File: src/rtl/instruction_fetch_sequencer.sv
// Fetches a 16-bit instruction as two bytes (low byte first) from byte-wide memory into the IR.
// Owns the PC. A timeout on either byte restores the PC to the start of the instruction.
module instruction_fetch_sequencer #(
  parameter int                 ADDR_W   = 16,
  parameter logic [ADDR_W-1:0]  RESET_PC = '0,
  parameter int                 TIMEOUT  = 15
) (
  input  logic              Clock,
  input  logic              Reset,
  input  logic              FetchReq,
  input  logic              PCLoad,
  input  logic [ADDR_W-1:0] PCIn,
  input  logic [7:0]        MemData,
  input  logic              MemValid,
  output logic              MemRead,
  output logic [ADDR_W-1:0] MemAddr,
  output logic [7:0]        IRData,
  output logic              IRWrite,
  output logic              IRLH,
  output logic [ADDR_W-1:0] PC,
  output logic              Busy,
  output logic              FetchDone,
  output logic              FetchErr
);

  localparam int               CNT_W     = $clog2(TIMEOUT + 1);
  localparam logic [CNT_W-1:0] WAIT_LAST = CNT_W'(TIMEOUT - 1);

  typedef enum logic [2:0] {
    IDLE     = 3'd0,
    FETCH_LO = 3'd1,
    FETCH_HI = 3'd2,
    DONE     = 3'd3,
    ERR      = 3'd4
  } state_t;

  state_t            state_q, state_d;
  logic [ADDR_W-1:0] pc_q, pc_d;
  logic [ADDR_W-1:0] start_pc_q, start_pc_d;
  logic [CNT_W-1:0]  wait_cnt_q, wait_cnt_d;

  always_ff @(posedge Clock) begin
    if (!Reset) begin
      state_q    <= IDLE;
      pc_q       <= RESET_PC;
      start_pc_q <= RESET_PC;
      wait_cnt_q <= '0;
    end else begin
      state_q    <= state_d;
      pc_q       <= pc_d;
      start_pc_q <= start_pc_d;
      wait_cnt_q <= wait_cnt_d;
    end
  end

  always_comb begin
    state_d    = state_q;
    pc_d       = pc_q;
    start_pc_d = start_pc_q;
    wait_cnt_d = wait_cnt_q;
    MemRead    = 1'b0;
    IRWrite    = 1'b0;
    IRLH       = 1'b0;
    Busy       = 1'b1;
    FetchDone  = 1'b0;
    FetchErr   = 1'b0;

    case (state_q)
      IDLE: begin
        Busy = 1'b0;
        if (PCLoad) pc_d = PCIn;
        if (FetchReq) begin
          start_pc_d = PCLoad ? PCIn : pc_q;
          wait_cnt_d = '0;
          state_d    = FETCH_LO;
        end
      end
      FETCH_LO, FETCH_HI: begin
        MemRead = 1'b1;
        IRWrite = MemValid;
        IRLH    = (state_q == FETCH_HI);
        if (MemValid) begin
          pc_d       = pc_q + ADDR_W'(1);
          wait_cnt_d = '0;
          state_d    = (state_q == FETCH_LO) ? FETCH_HI : DONE;
        end else begin
          wait_cnt_d = wait_cnt_q + CNT_W'(1);
          // Rewind so a retry refetches the whole instruction, not just the missing byte.
          if (wait_cnt_q == WAIT_LAST) begin
            pc_d    = start_pc_q;
            state_d = ERR;
          end
        end
      end
      DONE: begin
        FetchDone = 1'b1;
        state_d   = IDLE;
      end
      ERR: begin
        FetchErr = 1'b1;
        state_d  = IDLE;
      end
      default: state_d = IDLE;
    endcase
  end

  assign MemAddr = pc_q;
  assign PC      = pc_q;
  assign IRData  = MemData;

endmodule

File: config.mk
export PLATFORM = sky130hd
export DESIGN_NAME = instruction_fetch_sequencer
export DESIGN_NICKNAME = d
export VERILOG_FILES = /design/src/rtl/instruction_fetch_sequencer.sv
export SDC_FILE = /design/constraint.sdc
export NUM_CORES = 1
export LEC_CHECK = 0
export ABC_AREA = 1
export BUFFER_PORTS_ARGS = -buffer_cell sky130_fd_sc_hd__buf_2
export CORE_MARGIN = 2
export CORE_UTILIZATION = 39
export DETAILED_ROUTE_END_ITERATION = 10
export PLACE_DENSITY = 0.73
export SYNTH_ARGS = -nofsm -noshare
export SYNTH_HDL_FRONTEND = slang
export SYNTH_SLANG_ARGS = --single-unit
File: constraint.sdc
create_clock -name Clock -period 2.35 [get_ports Clock]
set_input_delay 0 -clock Clock [delete_from_list [all_inputs] [get_ports Clock]]
set_output_delay 0 -clock Clock [all_outputs]
set_load 0.1 [all_outputs]
# Yosys cells after proc, flatten, opt, wreduce, memory -nomap -nowiden
# Cells that the tools add are included.
# W data, S select, Z words.
# totals
ff_bits	39
output_inout_bits	46
elab_cells	38
# classes
add_sub_neg	2
n_eq_ne	7
muxes	18
n_reduce_logical	7
# op_table
op	count
$mux W16	3
$pmux W16 S2	1
$add A16 B1 Y16 const B	1
$mux W3	3
$mux W4	2
$pmux W4 S2	1
$reduce_and A2 Y1	4
$mux W1	7
$eq A3 B2 Y1 const B	2
$pmux W3 S2	1
$add A4 B1 Y4 const B	1
$eq A4 B4 Y1 const B	1
$eq A3 B1 Y1 const B	1
$eq A3 B3 Y1 const B	1
$logic_not A3 Y1	1
$ne A3 B3 Y1 const B	1
$ne A2 B2 Y1 const B	1
$reduce_bool A2 Y1	1
$reduce_or A2 Y1	1

# Depth between registers and ports, before layout
# depth
ltp_word	4
ltp_mapped	10
mapped_depth_nobuf	10

# Worst setup path after synthesis
# Ideal clock, no wire load.
# synth_timing
path_type	register to output
startpoint	register state_q[0]
endpoint	output port FetchDone
t_arrival_ps	2514
path_slack_ps	-164
path_stages_with_launch	3
path_cell_list	dfxtp_1 > inv_2 > nor3_1
# synth_between
elab_chain_len	2
# synth_lines
item	line	rtl
from (decl)	37	state_t state_q, state_d;
from (signal assigned)	49	state_q <= state_d;
$eq A3 B2 Y1	68	case (state_q)
$mux W1	68	
to (decl)	22	output logic FetchDone,
# No other way between the ends.

# Worst setup path in the final report
# layout_timing
startpoint	register state_q[0]
endpoint	output port IRWrite
# layout_between
elab_chain_len	3
# layout_lines
item	line	rtl
$eq A3 B2 Y1 or $eq A3 B1 Y1 (tied branches)	68	
$reduce_or A2 Y1 *	68	
$mux W1 *	68	
to (decl)	18	output logic IRWrite,
# Every way passes the cells marked *; elsewhere a longest branch is shown, timed or not.

==> impl_metrics.csv <==
group,metric,value,unit
route,detail_route.drc_violations,0,
grt,grt_antenna_before_repair,0,
grt,globalRouteTotalUtil,18.5,%
grt,grt_max_degree,31,
sta,headroom_to_the_max_slew_limit,66.3,%
sta,final_max_slew_viol_count,0,
cts,root_buffer,"sky130_fd_sc_hd__clkbuf_8",
flow_run,timing.max_cap.violations,0,
sta,fin_setup_tns,0,ns
cts,clkSlewWorstSetupHoldPaths,0.09,ns
critical_path,setup.worst_path.start_class,"flop",
grt,grt-ovfl-total,0,
cells_and_area,fin_nets,473,
cts,postCtsSetupRepairBufs,0,
route,drt_pre_antenna_iters,7,
cells_and_area,drive_gt1_share,19.5,%
route,drt_first_iter_violations,170,
floorplan,fp.coreArea,6350,µm²
cts,cts-hold-fix-buffers,0,
sta,highest_clock_rate,0.508,GHz
floorplan,placementRows,29,
grt,grt_pass1_vias,2417,
logic_synthesis,synth.area.top_cells,"sky130_fd_sc_hd__dfxtp_1, sky130_fd_sc_hd__nand2_1, sky130_fd_sc_hd__o21ai_0",
placement,hpwlAfterDp,4710,µm
sta,timing.final.setup_violations,0,
sta,fin_worst_skew,0.0107,ns
sta,setup_repair_after_global_routing_missed_its_margin,"false",
logic_synthesis,netlist.top_cell.by_area,"sky130_fd_sc_hd__dfxtp_1",
logic_synthesis,netlist.area_leader.share,30.5,%
cells_and_area,count_of_antenna_diodes_in_the_layout,0,
critical_path,crit_path_class,"reg -> out",
floorplan,ios,75,
cts,clock_sinks,39,
floorplan,die_height,85.0,µm
critical_path,endpoint_kind,"output port",
sta,hold_viol,0,
logic_synthesis,yosysSeqAreaShare,30.5,%
floorplan,die_area,7220,µm²
cts,h-tree-depth,2,
cts,clkLatencyLatePin,0.31,ns
grt,grt_first_pass_wirelength,11000,µm
sta,final.min_clock_period,1.97,ns
floorplan,die-width,85.0,µm
route,drt-wirelength-per-cell,12.5,µm
critical_path,worst_ep_required_time,2.35,ns
logic_synthesis,syn-num-nets,445,
cts,tritoncts,"yes",
logic_synthesis,yosys_warnings,0,
route,dr_total_vias,2603,
route,route.detailed.vias_per_inst,5.02,
logic_synthesis,syn-instance-count,413,
route,ant_nets,0,
cts,clock_path_buffers,2,
outcome,status,"finished, final reports clean",
sta,timing_worst_slew_pin_value,0.504,ns
logic_synthesis,yosys_register_bits,39,
placement,place_congestion,0.903,
route,finalWirelength,6510,µm
sta,fin_crit_sh,83.8,%
logic_synthesis,synthesis.area,2560,µm²
cts,postCtsResizedCells,0,
logic_synthesis,synthesis.area_per_instance,6.19,µm²
worst_hold_path,hp-class,"in -> out",
logic_synthesis,synth.lib_cells_used.distinct,25,
critical_path,worst-path-max-fanout,12,
floorplan,start_util,40.3,%
cells_and_area,area_growth_syn_to_layout,11.1,%
critical_path,critical_path_arrival,1.97,ns
placement,io_buffers,58,
cts,cts_made_buffers,5,
cells_and_area,filler_cell_count,678,
-- cells in the final DEF, fill, tap and decap left out, types with 5 or more instances in the layout --
cell type / instances
sky130_fd_sc_hd__nand3_1: 33
sky130_fd_sc_hd__buf_2: 58
sky130_fd_sc_hd__inv_1: 37
sky130_fd_sc_hd__clkbuf_8: 5
sky130_fd_sc_hd__nand2_1: 95
sky130_fd_sc_hd__inv_2: 8
sky130_fd_sc_hd__o21ai_0: 42
sky130_fd_sc_hd__o21ai_1: 6
sky130_fd_sc_hd__a21oi_1: 37
sky130_fd_sc_hd__nor2_1: 52
sky130_fd_sc_hd__dfxtp_1: 39
sky130_fd_sc_hd__nand4_1: 5
-- registers in the layout, summed over array words and instances (netlist names) --
signal / count
wait_cnt_q: 4
MemAddr: 16
start_pc_q: 16
state_q: 3
-- final timing paths --
| kind | start | to | slack [ns] | cells after the start |
|---|---|---|---|---|
| hold reg to reg | start_pc_q[1] | start_pc_q[1] | 0.45 | 2 |
| setup / recovery | state_q[0] | IRWrite | 0.38 | 6 |
| hold / removal | MemData[5] | IRData[5] | 0.00003 | 0 |
| setup reg to reg | state_q[0] | MemAddr[7] | 0.60 | 8 |
-- cells in the mapped netlist (all sizes together) --
master  number
a21oi       37
xnor2        1
nand3b       1
clkbuf       5
nand3       36
inv         45
dfxtp       39
nand4        5
nor3         4
xor2         3
o21ai       48
nand2      100
nor2        53
buf         33
ha           3
-- final cells by class --
| cell class | instances | area, µm² | share of cell area [%] |
|---|---|---|---|
| Timing Repair Buffer | 59 | 298 | 10.5 |
| Tap cell | 77 | 96.3 | 3.39 |
| Clock buffer | 5 | 68.8 | 2.42 |
| Clock inverter | 3 | 67.6 | 2.38 |
| Multi-Input combinational cell | 291 | 1360 | 47.9 |
| Inverter | 45 | 169 | 5.94 |
| Sequential cell | 39 | 781 | 27.5 |
-- metrics by stage --
step	cells	utilization (%)	worst slack [ns]	cell area (µm²)	hold WS [ns]
final	519	44.7	0.381	2840	0.0000279
after global placement	511	42.6	0.720	2710	0.000739
after CTS	519	44.7	0.370	2840	0.000739
after global routing	519	44.7	0.254	2840	0.000143
after detailed placement	511	42.6	0.608	2710	0.000739
after floorplan	413	-	0.218	2570	0.168
-- cells by family (layout without fill, tap and decap cells) --
kind of cell	Yosys count	in the layout	share of synthesized area, %
compound gates	85	85	16.6
xor+xnor	4	4	1.37
fa+ha+maj	3	3	1.47
buf+inv	83	112	16.6
flops	39	39	30.5
simple gates	199	199	33.4
-- per-layer routing --
layer | share of wire [%] | track usage, % | vias to the layer above
met5 | 0 | 0 | -
met4 | 1.5 | 7.22 | 0
met3 | 5.9 | 3.89 | 13
met2 | 48 | 30.7 | 83
met1 | 45 | 23.4 | 1149
li1 | - | - | 1358
-- critical path: stages (launching register included) --
cell	delay (ns)
sky130_fd_sc_hd__dfxtp_1	0.37
sky130_fd_sc_hd__inv_2	0.12
sky130_fd_sc_hd__nand3_2	0.13
sky130_fd_sc_hd__nand2_2	0.26
sky130_fd_sc_hd__nand2_4	0.15
sky130_fd_sc_hd__inv_2	0.17
sky130_fd_sc_hd__buf_2	0.45
Power is left out: the tool's default activity adds up to more than one toggle a clock period on the data nets, which glitch-free logic cannot reach.
